### src/rtl/contador_param.sv
// rtl/contador_param.sv - parametrised up/down/step/modulo counter with registered rco
// Optional build macro: CONTADOR_SATURATE_EN (step modes clamp at the bounds instead of wrapping).
module contador_param #(
  parameter int WIDTH = 8,
  parameter int STEP  = 3,
  parameter int MAX   = 9
) (
  input  logic             clk,
  input  logic             reset,
  input  logic             enable,
  input  logic [2:0]       modo,
  input  logic [WIDTH-1:0] D,
  output logic [WIDTH-1:0] Q,
  output logic             rco
);

  typedef enum logic [2:0] {
    M_HOLD  = 3'b000,
    M_UP1   = 3'b001,
    M_DN1   = 3'b010,
    M_UPS   = 3'b011,
    M_DNS   = 3'b100,
    M_LOAD  = 3'b101,
    M_MODUP = 3'b110,
    M_CLEAR = 3'b111
  } modo_t;

  localparam logic [WIDTH:0]   ONE_X  = (WIDTH+1)'(1);
  localparam logic [WIDTH:0]   STEP_X = (WIDTH+1)'(STEP);
  localparam logic [WIDTH-1:0] MAX_V  = WIDTH'(MAX);
  localparam logic [WIDTH-1:0] TOP    = '1;

  logic [WIDTH:0]   q_x;
  logic [WIDTH:0]   sum;
  logic [WIDTH-1:0] q_next;
  logic             rco_next;
  logic             step_mode;
  logic             up_dir;

  assign q_x = {1'b0, Q};

  // One extra bit: for up modes it is the carry, for down modes the borrow.
  always_comb begin
    sum       = q_x;
    step_mode = 1'b1;
    up_dir    = 1'b0;
    case (modo)
      M_UP1:   begin sum = q_x + ONE_X;  up_dir = 1'b1; end
      M_DN1:   sum = q_x - ONE_X;
      M_UPS:   begin sum = q_x + STEP_X; up_dir = 1'b1; end
      M_DNS:   sum = q_x - STEP_X;
      default: step_mode = 1'b0;
    endcase
  end

  always_comb begin
    q_next   = Q;
    rco_next = 1'b0;
    if (enable) begin
      if (step_mode) begin
`ifdef CONTADOR_SATURATE_EN
        if (up_dir && (sum[WIDTH] || sum[WIDTH-1:0] == TOP)) begin
          q_next   = TOP;
          rco_next = 1'b1;
        end else if (!up_dir && (sum[WIDTH] || sum[WIDTH-1:0] == '0)) begin
          q_next   = '0;
          rco_next = 1'b1;
        end else begin
          q_next = sum[WIDTH-1:0];
        end
`else
        q_next   = sum[WIDTH-1:0];
        rco_next = sum[WIDTH];
`endif
      end else begin
        case (modo)
          M_LOAD:  q_next = D;
          M_MODUP: begin
            if (Q >= MAX_V) begin
              q_next   = '0;
              rco_next = 1'b1;
            end else begin
              q_next = Q + WIDTH'(1);
            end
          end
          M_CLEAR: q_next = '0;
          default: q_next = Q;
        endcase
      end
    end
  end

  always_ff @(posedge clk) begin
    if (reset) begin
      Q   <= '0;
      rco <= 1'b0;
    end else begin
      Q   <= q_next;
      rco <= rco_next;
    end
  end

endmodule
### config.mk
export PLATFORM = sky130hd
export DESIGN_NAME = contador_param
export DESIGN_NICKNAME = d
export VERILOG_FILES = /design/src/rtl/contador_param.sv
export SDC_FILE = /design/constraint.sdc
export NUM_CORES = 1
export LEC_CHECK = 0
export CORE_ASPECT_RATIO = 0.9
export CORE_MARGIN = 2
export CORE_UTILIZATION = 52
export CTS_CLUSTER_SIZE = 10
export DETAILED_ROUTE_END_ITERATION = 8
export PLACE_DENSITY_LB_ADDON = 0.08
export SYNTH_ARGS = -nofsm -noshare
export SYNTH_HDL_FRONTEND = slang
export SYNTH_SLANG_ARGS = --single-unit
### constraint.sdc
create_clock -name clk -period 3.7 [get_ports clk]
set_input_delay 0.555 -clock clk [delete_from_list [all_inputs] [get_ports clk]]
set_output_delay 0.555 -clock clk [all_outputs]
set_load 0.05 [all_outputs]
==> results of run 1 <==
metrics by stage:
stage	power (mW)	setup WS (ns)	util
3_5_place_dp	0.281	0.766	0.679
3_3_place_gp	0.278	0.839	0.679
4_1_cts	0.362	1.04	0.694
6_report	0.361	1.02	0.694
5_1_grt	0.383	0.895	0.694
2_1_floorplan	0.234	1.26	-
cells in the mapped netlist (2+ instances only):
library cell / instances
sky130_fd_sc_hd__buf_4: 3
sky130_fd_sc_hd__nor2b_1: 4
sky130_fd_sc_hd__o311ai_0: 3
sky130_fd_sc_hd__inv_1: 10
sky130_fd_sc_hd__o32a_1: 2
sky130_fd_sc_hd__o22ai_1: 4
sky130_fd_sc_hd__xnor2_1: 4
sky130_fd_sc_hd__buf_2: 2
sky130_fd_sc_hd__a31oi_1: 2
sky130_fd_sc_hd__dfxtp_1: 9
sky130_fd_sc_hd__nor2_1: 7
sky130_fd_sc_hd__nand2_1: 10
sky130_fd_sc_hd__o21ai_0: 7
sky130_fd_sc_hd__nand3_1: 3
sky130_fd_sc_hd__mux2i_1: 3
sky130_fd_sc_hd__nand2b_1: 3
sky130_fd_sc_hd__ha_1: 4
sky130_fd_sc_hd__nor3_1: 11
sky130_fd_sc_hd__a21oi_1: 5
sky130_fd_sc_hd__o211ai_1: 4
sky130_fd_sc_hd__nor3b_1: 2
cell families after synthesis:
family | after synthesis | synth area share
buffers and inverters | 17 | 0.101
DFF | 9 | 0.190
adders and majority gates | 5 | 0.0741
xor gates and xnor gates | 5 | 0.0463
AOI/OAI and AO/OA | 36 | 0.279
muxes | 3 | 0.0317
and+or+nand+nor | 49 | 0.278
critical path, delay by kind of cell:
| family | cells | cell delay (ns) |
|---|---|---|
| AO/OA/AOI/OAI | 3 | 0.59 |
| adder cells (fa/ha/maj) | 1 | 0.21 |
| buffers and inverters | 3 | 0.72 |
| multiplexers | 1 | 0.19 |
| AND/OR/NAND/NOR | 2 | 0.52 |
layer usage:
metal  up-vias  part of all wire  global-route usage
met5         -                 0                   0
met4         0            0.0094              0.0914
met3         4             0.068              0.0507
met2        52              0.48               0.405
met1       469              0.44               0.279
li1        503                 -                   -
how the worst max path moves through the flow:
stage               cells past startpoint    to  startpoint
detailed placement                     10  Q[7]     modo[1]
global placement                       10  Q[7]     modo[1]
floorplan                              10  Q[7]     modo[1]
global route                           10  Q[7]     modo[1]
CTS                                    10  Q[7]     modo[1]
finish                                 10  Q[7]     modo[1]
final cells by class:
cell class                      count  area, sq um
Inverter                           10         37.5
Multi-Input combinational cell     98          671
Timing Repair Buffer               24          235
Clock buffer                        4         26.3
Tap cell                           24         30.0
Sequential cell                     9          180
Fill cell                         151          519
cell usage in the layout (no fill, tap or decap), types with 4 or more instances in the layout:
cell type,Yosys,routed
sky130_fd_sc_hd__o22ai_1,4,4
sky130_fd_sc_hd__o211ai_1,4,4
sky130_fd_sc_hd__ha_1,4,4
sky130_fd_sc_hd__nand2_1,10,10
sky130_fd_sc_hd__a21oi_1,5,5
sky130_fd_sc_hd__o21ai_0,7,7
sky130_fd_sc_hd__clkdlybuf4s50_1,0,22
sky130_fd_sc_hd__dfxtp_1,9,9
sky130_fd_sc_hd__nor2_1,7,7
sky130_fd_sc_hd__nor2b_1,4,4
sky130_fd_sc_hd__xnor2_1,4,4
sky130_fd_sc_hd__nor3_1,11,11
sky130_fd_sc_hd__inv_1,10,10
registers in the layout, summed over array words and instances (netlist names):
register / count
rco: 1
Q: 8
where the power goes:
group	internal, mW	leakage, nW	switching (mW)
Clock	0.0417	0.0150	0.0388
Sequential	0.105	0.0738	0.0147
Combinational	0.0664	0.328	0.0945
==> qor.tcl, run 1 <==
set qor(place_area_sq_um) 1150
set qor(maximum_number_of_pins_on_one_net_before_global_route_repair) 18
set qor(unrepaired_setup_endpoints_after_global_routing) {no}
set qor(synth_cell_types) 43
set qor(finish.net_count) 165
set qor(seq_area_frac_synth) 0.190
set qor(all_layer_global_routing_usage) 0.231
set qor(postCtsSetupRepairBufs) 0
set qor(r2r_slack_ns) 1.41
set qor(viasPerCell) 6.08
set qor(path_max_fanout) 16
set qor(synthesis.area_sq_um) 946
set qor(globalplace.congestion) 0.899
set qor(yosysWarnings) 0
set qor(critical-path-slowest-cell) {sky130_fd_sc_hd__clkdlybuf4s50_1}
set qor(routed_wire_length_per_instance_microns) 14.5
set qor(fin_skew_ns) 0.00819
set qor(grt_pass1_wl_microns) 3820
set qor(rows) 14
set qor(whs_ns) 0.637
set qor(worst_r2r_path_depth) 7
set qor(clock_sink_count) 9
set qor(r2r-end) {Q[2]}
set qor(area.growth.synth_to_final_pct) 24.7
set qor(synthesis.area_per_instance_sq_um) 7.63
set qor(cts_made_buffers) 3
set qor(clock_path_buffers) 2
set qor(route.vias.total) 1028
set qor(netlist.top_cell.by_area) {sky130_fd_sc_hd__dfxtp_1}
set qor(placed_cells) 165
set qor(synthesis.instances) 124
set qor(cp_cell_sequence) {clkdlybuf4s50_1 > buf_4 > nand2b_1 > inv_1 > ha_1 > a21o_2 > or4_1 > o22ai_1 > mux2i_1 > o311ai_0}
set qor(synth_top_area_share) 0.190
set qor(grt-ovfl-total) 0
set qor(hp-start) {Q[0]}
set qor(final_period_minus_worst_setup_slack_ns) 2.68
set qor(start_util) 0.557
set qor(power.density_cell_area_nw_per_um2) 306
set qor(hpwlAfterDp_microns) 1840
set qor(fmaxAchievable_mhz) 373
set qor(drt_pass1_iterations) 4
set qor(drc_errors) 0
set qor(finalMaxSlewViolations) 0
set qor(port_buffers) 22
set qor(criticalPathCategory) {input pin to register}
set qor(power.ir.vdd_worst_uv) 244
set qor(min_delay_path_depth) 2
set qor(synth.top_cells.by_area) {sky130_fd_sc_hd__dfxtp_1, sky130_fd_sc_hd__nor3_1, sky130_fd_sc_hd__ha_1, sky130_fd_sc_hd__inv_1, sky130_fd_sc_hd__nand2_1}
set qor(ys_async_sr_fraction) 0
set qor(final-instance-count-excl-fill) 169
set qor(critPathRequiredTime_ns) 3.81
set qor(grt_antenna_before_repair) 0
set qor(cellLeakagePower_nw) 0.417
set qor(period_share) 0.724
set qor(layout_cell_share_with_drive_strength_beyond_1) 0.0828
set qor(clkSlewWorstSetupHoldPaths_ns) 0.07
set qor(first_global_vias) 900
set qor(htreeDepth) 1
set qor(synth_enable_flop_cells) 0
set qor(cp.arrival_ns) 2.79
set qor(maxSlewHeadroom) 0.588
set qor(postCtsResizedCells) 0
set qor(dieHeight_microns) 44.5
set qor(drt_iter0_drc) 40
set qor(critical_path.max_stage_delay_ns) 0.46
set qor(chipWidth_microns) 49.0
set qor(drtAntennaViolNets) 0
set qor(outcome) {completed}
set qor(antenna_cells_inserted) 0
set qor(min_to) {Q[0]}
set qor(finalSetupViolCount) 0
set qor(max_slew.worst_pin.slew_ns) 0.616
set qor(die-area_sq_um) 2180
set qor(max_cap_viols) 0
set qor(hold_violations) 0
set qor(worst_setup_path_start_kind) {input pin}
set qor(endpoint_kind) {register}
set qor(hold_class) {register to register}
set qor(fp.coreArea_sq_um) 1700
set qor(ctsRootBufferMaster) {sky130_fd_sc_hd__clkbuf_4}
set qor(io_pins) 23
set qor(worstSkewPairLatency_ns) 0.27
set qor(final_cell_area_sq_um) 1180
set qor(post_cts_hold_buffer_count) 0
set qor(rr_startpoint) {Q[0]}
set qor(fin_tns_setup_ns) 0
set qor(drt_wl_total_microns) 2460
set qor(synth.net_count) 143
set qor(synth_ff_type) {sky130_fd_sc_hd__dfxtp_1}
set qor(tritoncts) {done}
set qor(postSynthRegisterBits) 9
No activity file was read; power rests on OpenSTA's default activity.
==> run 2: changes to the inputs <==
Settings changed: CORE_UTILIZATION 52 to 44.
Clock period 3.7 ns to 2.2 ns, I/O delays scaled along.
==> run 2 against run 1 <==
  * Worst hold slack worse by 0.084 ns
  * Highest routed layer unchanged
  * Via count is 3.9% higher
  * Combinational power rose by 92%
  * Largest power group unchanged
  * Power is 81% higher
  * Cell area rose by 9.4%
  * Clock skew is 0.0031 ns lower
  * Sequential cell count stayed put
  * Critical path depth fell by 9
  * Setup slack worse by 0.86 ns
  * Critical endpoint is now Q[2]
  * Critical path type is now register to output pin
  * Cell count rose by 5.9%
==> qor.tcl, run 2 (synthesis gave the netlist of run 1 again) <==
set qor(outcome) {completed}
set qor(critical_path.max_stage_delay_ns) 0.88 ;# +0.42 ns
set qor(finalSetupViolCount) 0 ;# unchanged
set qor(critical-path-slowest-cell) {sky130_fd_sc_hd__clkdlybuf4s50_1}
set qor(rr_startpoint) {Q[0]}
set qor(largestRegisters) {Q x8, rco x1}
set qor(min_delay_path_depth) 2 ;# unchanged
set qor(final-instance-count-excl-fill) 179 ;# +5.9%
set qor(whs_ns) 0.553 ;# -0.0837 ns
set qor(period_share) 0.925
set qor(globalplace.congestion) 0.903 ;# +0.48%
set qor(route.vias.total) 1068 ;# +3.9%
set qor(drt_wl_total_microns) 2810 ;# +15%
set qor(post-layout-total-power_mw) 0.654 ;# +81%
set qor(area.growth.synth_to_final_pct) 36.5
set qor(power.density_cell_area_nw_per_um2) 506 ;# +65%
set qor(cp_cell_sequence) {clkdlybuf4s50_1}
set qor(drtAntennaViolNets) 0 ;# unchanged
set qor(largest_reg_flops) 8 ;# unchanged
set qor(r2r_slack_ns) 0.20 ;# -1.21 ns
set qor(drc_errors) 0 ;# unchanged
set qor(cellLeakagePower_nw) 0.494 ;# +18%
set qor(fin_tns_setup_ns) 0 ;# unchanged
set qor(worstPathBufferInverterCount) 1 ;# -2
set qor(all_layer_global_routing_usage) 0.236 ;# +0.00555
set qor(worst_setup_path_start_kind) {register}
set qor(postLayoutSetupSlackWorst_ns) 0.165 ;# -0.857 ns
set qor(clkSlewWorstSetupHoldPaths_ns) 0.07 ;# about the same
set qor(grt_pass1_wl_microns) 4220 ;# +10%
set qor(grt-ovfl-total) 0 ;# unchanged
set qor(first_global_vias) 888 ;# -1.3%
set qor(fin_skew_ns) 0.00514 ;# -0.00305 ns
set qor(place_area_sq_um) 1230 ;# +6.8%
set qor(hold_class) {register to register}
set qor(ctsRootBufferMaster) {sky130_fd_sc_hd__clkbuf_4}
set qor(port_buffers) 22 ;# unchanged
set qor(io_pins) 23 ;# unchanged
set qor(unrepaired_setup_endpoints_after_global_routing) {no}
set qor(finish.net_count) 174 ;# +5.5%
set qor(cp.arrival_ns) 1.71 ;# -1.08 ns
set qor(final_period_minus_worst_setup_slack_ns) 2.04
set qor(leading_cell_types_in_the_layout_fill_and_taps_excluded) {sky130_fd_sc_hd__clkdlybuf4s50_1, sky130_fd_sc_hd__nor3_1, sky130_fd_sc_hd__buf_4}
set qor(finalCoreUtilization) 0.655 ;# -0.0392
set qor(post_cts_hold_buffer_count) 0 ;# unchanged
set qor(chipWidth_microns) 52.9 ;# +8.0%
set qor(worst_r2r_path_depth) 7 ;# unchanged
set qor(max_slew.worst_pin.slew_ns) 0.550 ;# -0.0663 ns
set qor(place_worst_setup_slack_ns) -0.351 ;# -1.12 ns
set qor(final_cell_area_sq_um) 1290 ;# +9.4%
set qor(die-area_sq_um) 2540 ;# +17%
set qor(tritoncts) {done}
set qor(maximum_number_of_pins_on_one_net_before_global_route_repair) 17 ;# -1
set qor(cp_top_family) {buffers and inverters}
set qor(power.ir.vdd_worst_uv) 364 ;# +49%
set qor(start_util) 0.480 ;# -0.0767
set qor(drt_pass1_iterations) 4 ;# unchanged
set qor(clock_path_buffers) 2 ;# unchanged
set qor(viasPerCell) 5.97 ;# -1.9%
set qor(drt_iter0_drc) 34 ;# -15%
set qor(critPathRequiredTime_ns) 1.87 ;# -1.94 ns
set qor(placed_cells) 175 ;# +6.1%
set qor(path_max_fanout) 9 ;# -7
set qor(hp-start) {Q[0]}
set qor(fmaxAchievable_mhz) 491
set qor(antenna_cells_inserted) 0 ;# unchanged
set qor(routed_wire_length_per_instance_microns) 15.7 ;# +8.2%
set qor(rows) 15 ;# +1
set qor(criticalPathCategory) {register to output pin}
set qor(maxSlewHeadroom) 0.629 ;# +0.0416
set qor(hold_violations) 0 ;# unchanged
set qor(most_common_cell_after_layout_fill_and_taps_aside) {sky130_fd_sc_hd__clkdlybuf4s50_1}
set qor(r2r-end) {Q[2]}
set qor(hpwlAfterDp_microns) 2050 ;# +11%
set qor(grt_antenna_before_repair) 0 ;# unchanged
set qor(endpoint_kind) {output pin}
set qor(fp.coreArea_sq_um) 1970 ;# +16%
set qor(layout_cell_share_with_drive_strength_beyond_1) 0.182 ;# +0.0991
set qor(cts_made_buffers) 3 ;# unchanged
set qor(max_cap_viols) 0 ;# unchanged
set qor(min_to) {Q[0]}
set qor(worstSkewPairLatency_ns) 0.27 ;# about the same
set qor(dieHeight_microns) 48.0 ;# +7.9%
set qor(finalMaxSlewViolations) 0 ;# unchanged
set qor(htreeDepth) 1 ;# unchanged
set qor(clock_sink_count) 9 ;# unchanged
set qor(max_flop_register) {Q}
-- run 2: layout make-up --
cell class	count	area, sq um
Multi-Input combinational cell	98	706
Fill cell	177	679
Timing Repair Buffer	33	308
Sequential cell	9	183
Inverter	10	37.5
Tap cell	25	31.3
Clock buffer	4	26.3
-- run 2: timing repair --
item,in CTS,in global routing
endpoints found under the setup margin,2,3
setup buffers,0,0
pin swaps,2,5
cloned,0,0
resized for setup,5,3
-- run 2: worst max path at each step --
stage / startpoint / to / slack, ns / depth (start not counted)
5_1_grt: Q[0] / Q[2] / 0.11 / 7
3_3_place_gp: modo[2] / Q[7] / -0.31 / 9
4_1_cts: modo[2] / Q[3] / 0.004 / 9
2_1_floorplan: modo[1] / Q[7] / 0.007 / 10
6_report: Q[2] / Q[2] / 0.16 / 1
3_5_place_dp: modo[1] / Q[2] / -0.35 / 9
-- run 2: report_power, final --
part	switching [mW]	total, mW	internal [mW]	leakage (nW)
sequential	0.0266	0.204	0.178	0.0744
clock	0.0704	0.141	0.0703	0.0150
combinational	0.172	0.309	0.136	0.404
total	0.269	0.654	0.384	0.494
-- run 2: metal layers --
layer  up-vias  GRT usage  wire length (microns)
li1        520          -                      -
met1       497      0.318                   1280
met2        44      0.390                   1330
met3         7     0.0531                    181
met4         0     0.0564                     26
met5         -          0                      0
-- run 2: worst min-delay path: stages (launching register included) --
cell	delay (ns)
sky130_fd_sc_hd__dfxtp_2	0.36
sky130_fd_sc_hd__nor2_1	0.11
sky130_fd_sc_hd__nor3_1	0.05
==> run 3: changes to the inputs <==
Clock period 2.2 ns to 1.85 ns, I/O delays scaled along.
==> run 3 against run 2 <==
  * Cell area up 6.4%
  * Register-to-register slack worse by 0.18 ns
  * Highest routed layer unchanged
  * Worst hold slack better by 0.043 ns
  * Via count up 6.0%
  * Critical path type is now register to register
  * Setup slack worse by 0.15 ns
  * Critical path depth up 6
  * Core utilization up 4.2 points
==> qor.tcl, run 3 (synthesis gave the netlist of run 1 again) <==
set qor(outcome) {completed}
set qor(hold_violations) 0 ;# unchanged
set qor(post-layout-total-power_mw) 0.811 ;# +24%
set qor(nFillCells) 172 ;# -2.8%
set qor(maximum_number_of_pins_on_one_net_before_global_route_repair) 17 ;# unchanged
set qor(postLayoutSetupSlackWorst_ns) 0.0162 ;# -0.149 ns
set qor(antenna_cells_inserted) 0 ;# unchanged
set qor(cellLeakagePower_nw) 0.538 ;# +9.0%
set qor(max_slew.worst_pin.slew_ns) 0.556 ;# +0.00611 ns
set qor(leading_cell_types_in_the_layout_fill_and_taps_excluded) {sky130_fd_sc_hd__buf_4, sky130_fd_sc_hd__clkdlybuf4s50_1, sky130_fd_sc_hd__nor3_1}
set qor(whs_ns) 0.596 ;# +0.0430 ns
set qor(largestRegisters) {Q x8, rco x1}
set qor(maxSlewHeadroom) 0.626 ;# -0.00362
set qor(area.growth.synth_to_final_pct) 45.2
set qor(place_area_sq_um) 1300 ;# +5.5%
set qor(largest_reg_flops) 8 ;# unchanged
set qor(start_util) 0.480 ;# unchanged
set qor(tritoncts) {done}
set qor(grt_pass1_wl_microns) 4730 ;# +12%
set qor(worstSkewPairLatency_ns) 0.27 ;# about the same
set qor(grt-ovfl-total) 0 ;# unchanged
set qor(die-area_sq_um) 2540 ;# unchanged
set qor(max_cap_viols) 0 ;# unchanged
set qor(final_period_minus_worst_setup_slack_ns) 1.83
set qor(routed_wire_length_per_instance_microns) 15.7 ;# -0.15%
set qor(all_layer_global_routing_usage) 0.265 ;# +0.0285
set qor(clock_sink_count) 9 ;# unchanged
set qor(cts_made_buffers) 3 ;# unchanged
set qor(place_worst_setup_slack_ns) -0.549 ;# -0.198 ns
set qor(drt_pass1_iterations) 4 ;# unchanged
set qor(finish.net_count) 183 ;# +5.2%
set qor(chipWidth_microns) 52.9 ;# unchanged
set qor(dieHeight_microns) 48.0 ;# unchanged
set qor(criticalPathCategory) {register to register}
set qor(finalSetupViolCount) 0 ;# unchanged
set qor(final-instance-count-excl-fill) 188 ;# +5.0%
set qor(path_max_fanout) 2 ;# -7
set qor(ctsRootBufferMaster) {sky130_fd_sc_hd__clkbuf_4}
set qor(finalCoreUtilization) 0.697 ;# +0.0419
set qor(port_buffers) 22 ;# unchanged
set qor(hold_class) {input pin to register}
set qor(globalplace.congestion) 0.977 ;# +8.2%
set qor(worst_setup_path_start_kind) {register}
set qor(viasPerCell) 6.02 ;# +0.92%
set qor(critPathRequiredTime_ns) 2.05 ;# +0.18 ns
set qor(clkSlewWorstSetupHoldPaths_ns) 0.07 ;# about the same
set qor(layout_cell_share_with_drive_strength_beyond_1) 0.325 ;# +0.143
set qor(period_share) 0.991
set qor(cp.arrival_ns) 2.04 ;# +0.33 ns
set qor(fin_tns_setup_ns) 0 ;# unchanged
set qor(endpoint_kind) {register}
set qor(max_flop_register) {Q}
set qor(route.vias.total) 1132 ;# +6.0%
set qor(drc_errors) 0 ;# unchanged
set qor(grt_antenna_before_repair) 0 ;# unchanged
set qor(placed_cells) 184 ;# +5.1%
set qor(io_pins) 23 ;# unchanged
set qor(fp.coreArea_sq_um) 1970 ;# unchanged
set qor(rows) 15 ;# unchanged
set qor(power.density_cell_area_nw_per_um2) 591 ;# +17%
set qor(first_global_vias) 1058 ;# +19%
set qor(fin_skew_ns) 0.000950 ;# -0.00419 ns
set qor(drtAntennaViolNets) 0 ;# unchanged
set qor(htreeDepth) 1 ;# unchanged
set qor(unrepaired_setup_endpoints_after_global_routing) {yes}
set qor(fmaxAchievable_mhz) 545
set qor(drt_iter0_drc) 33 ;# -2.9%
set qor(final_cell_area_sq_um) 1370 ;# +6.4%
set qor(most_common_cell_after_layout_fill_and_taps_aside) {sky130_fd_sc_hd__buf_4}
set qor(clock_path_buffers) 2 ;# unchanged
set qor(finalMaxSlewViolations) 0 ;# unchanged
set qor(drt_wl_total_microns) 2950 ;# +4.9%
set qor(power.ir.vdd_worst_uv) 484 ;# +33%
set qor(post_cts_hold_buffer_count) 0 ;# unchanged
set qor(hpwlAfterDp_microns) 2200 ;# +7.7%
run 3: cell count changes in the layout (fill, tap and decap cells not counted), moves of 2 or more:
cell                              delta
sky130_fd_sc_hd__buf_4              +16
sky130_fd_sc_hd__clkdlybuf4s50_1     -7
sky130_fd_sc_hd__dfxtp_2             -2
sky130_fd_sc_hd__dfxtp_4             +2
sky130_fd_sc_hd__dlymetal6s2s_1      -2
sky130_fd_sc_hd__inv_1               -2
sky130_fd_sc_hd__inv_2               +2
run 3: area by class of cell:
| cell class | instances | area, sq um | share of cell area |
|---|---|---|---|
| inverters | 10 | 37.5 | 0.0273 |
| repair buffers | 42 | 349 | 0.254 |
| flip-flops and latches | 9 | 188 | 0.137 |
| multi-input cells | 98 | 742 | 0.540 |
| clock buffers | 4 | 26.3 | 0.0191 |
| well taps | 25 | 31.3 | 0.0228 |
run 3: report_power, final:
part / switching [mW] / total (mW) / internal (mW)
clock network: 0.0866 / 0.170 / 0.0836
registers: 0.0263 / 0.237 / 0.210
logic: 0.223 / 0.404 / 0.181
total: 0.336 / 0.811 / 0.475
run 3: final timing paths:
kind | start | end | slack (ns) | depth (start not counted)
worst max register to register | Q[0] | Q[2] | 0.02 | 7
worst min-delay path | modo[2] | Q[1] | 0.60 | 5
worst min register to register | Q[7] | Q[7] | 0.62 | 2
worst max-delay path | Q[0] | Q[2] | 0.02 | 7
run 3: per-layer routing:
metal / vias to the layer above / share of wire / track usage
met5: - / 0 / 0
met1: 511 / 0.44 / 0.321
met4: 0 / 0.017 / 0.0974
met2: 74 / 0.46 / 0.463
li1: 541 / - / -
met3: 6 / 0.085 / 0.0656
run 3: worst max-delay path: stages (launching register included):
cell                      delay (ns)
sky130_fd_sc_hd__dfxtp_4        0.35
sky130_fd_sc_hd__inv_2          0.04
sky130_fd_sc_hd__fa_2           0.42
sky130_fd_sc_hd__xnor2_2        0.17
sky130_fd_sc_hd__nor3_1         0.06
sky130_fd_sc_hd__a211o_1        0.28
sky130_fd_sc_hd__o32a_1         0.29
sky130_fd_sc_hd__o22ai_1        0.14
run 3: timing repair:
action,in CTS,in global routing
resized for setup,14,4
setup endpoints to repair,7,6
pin swaps,8,5
buffers inserted,0,0
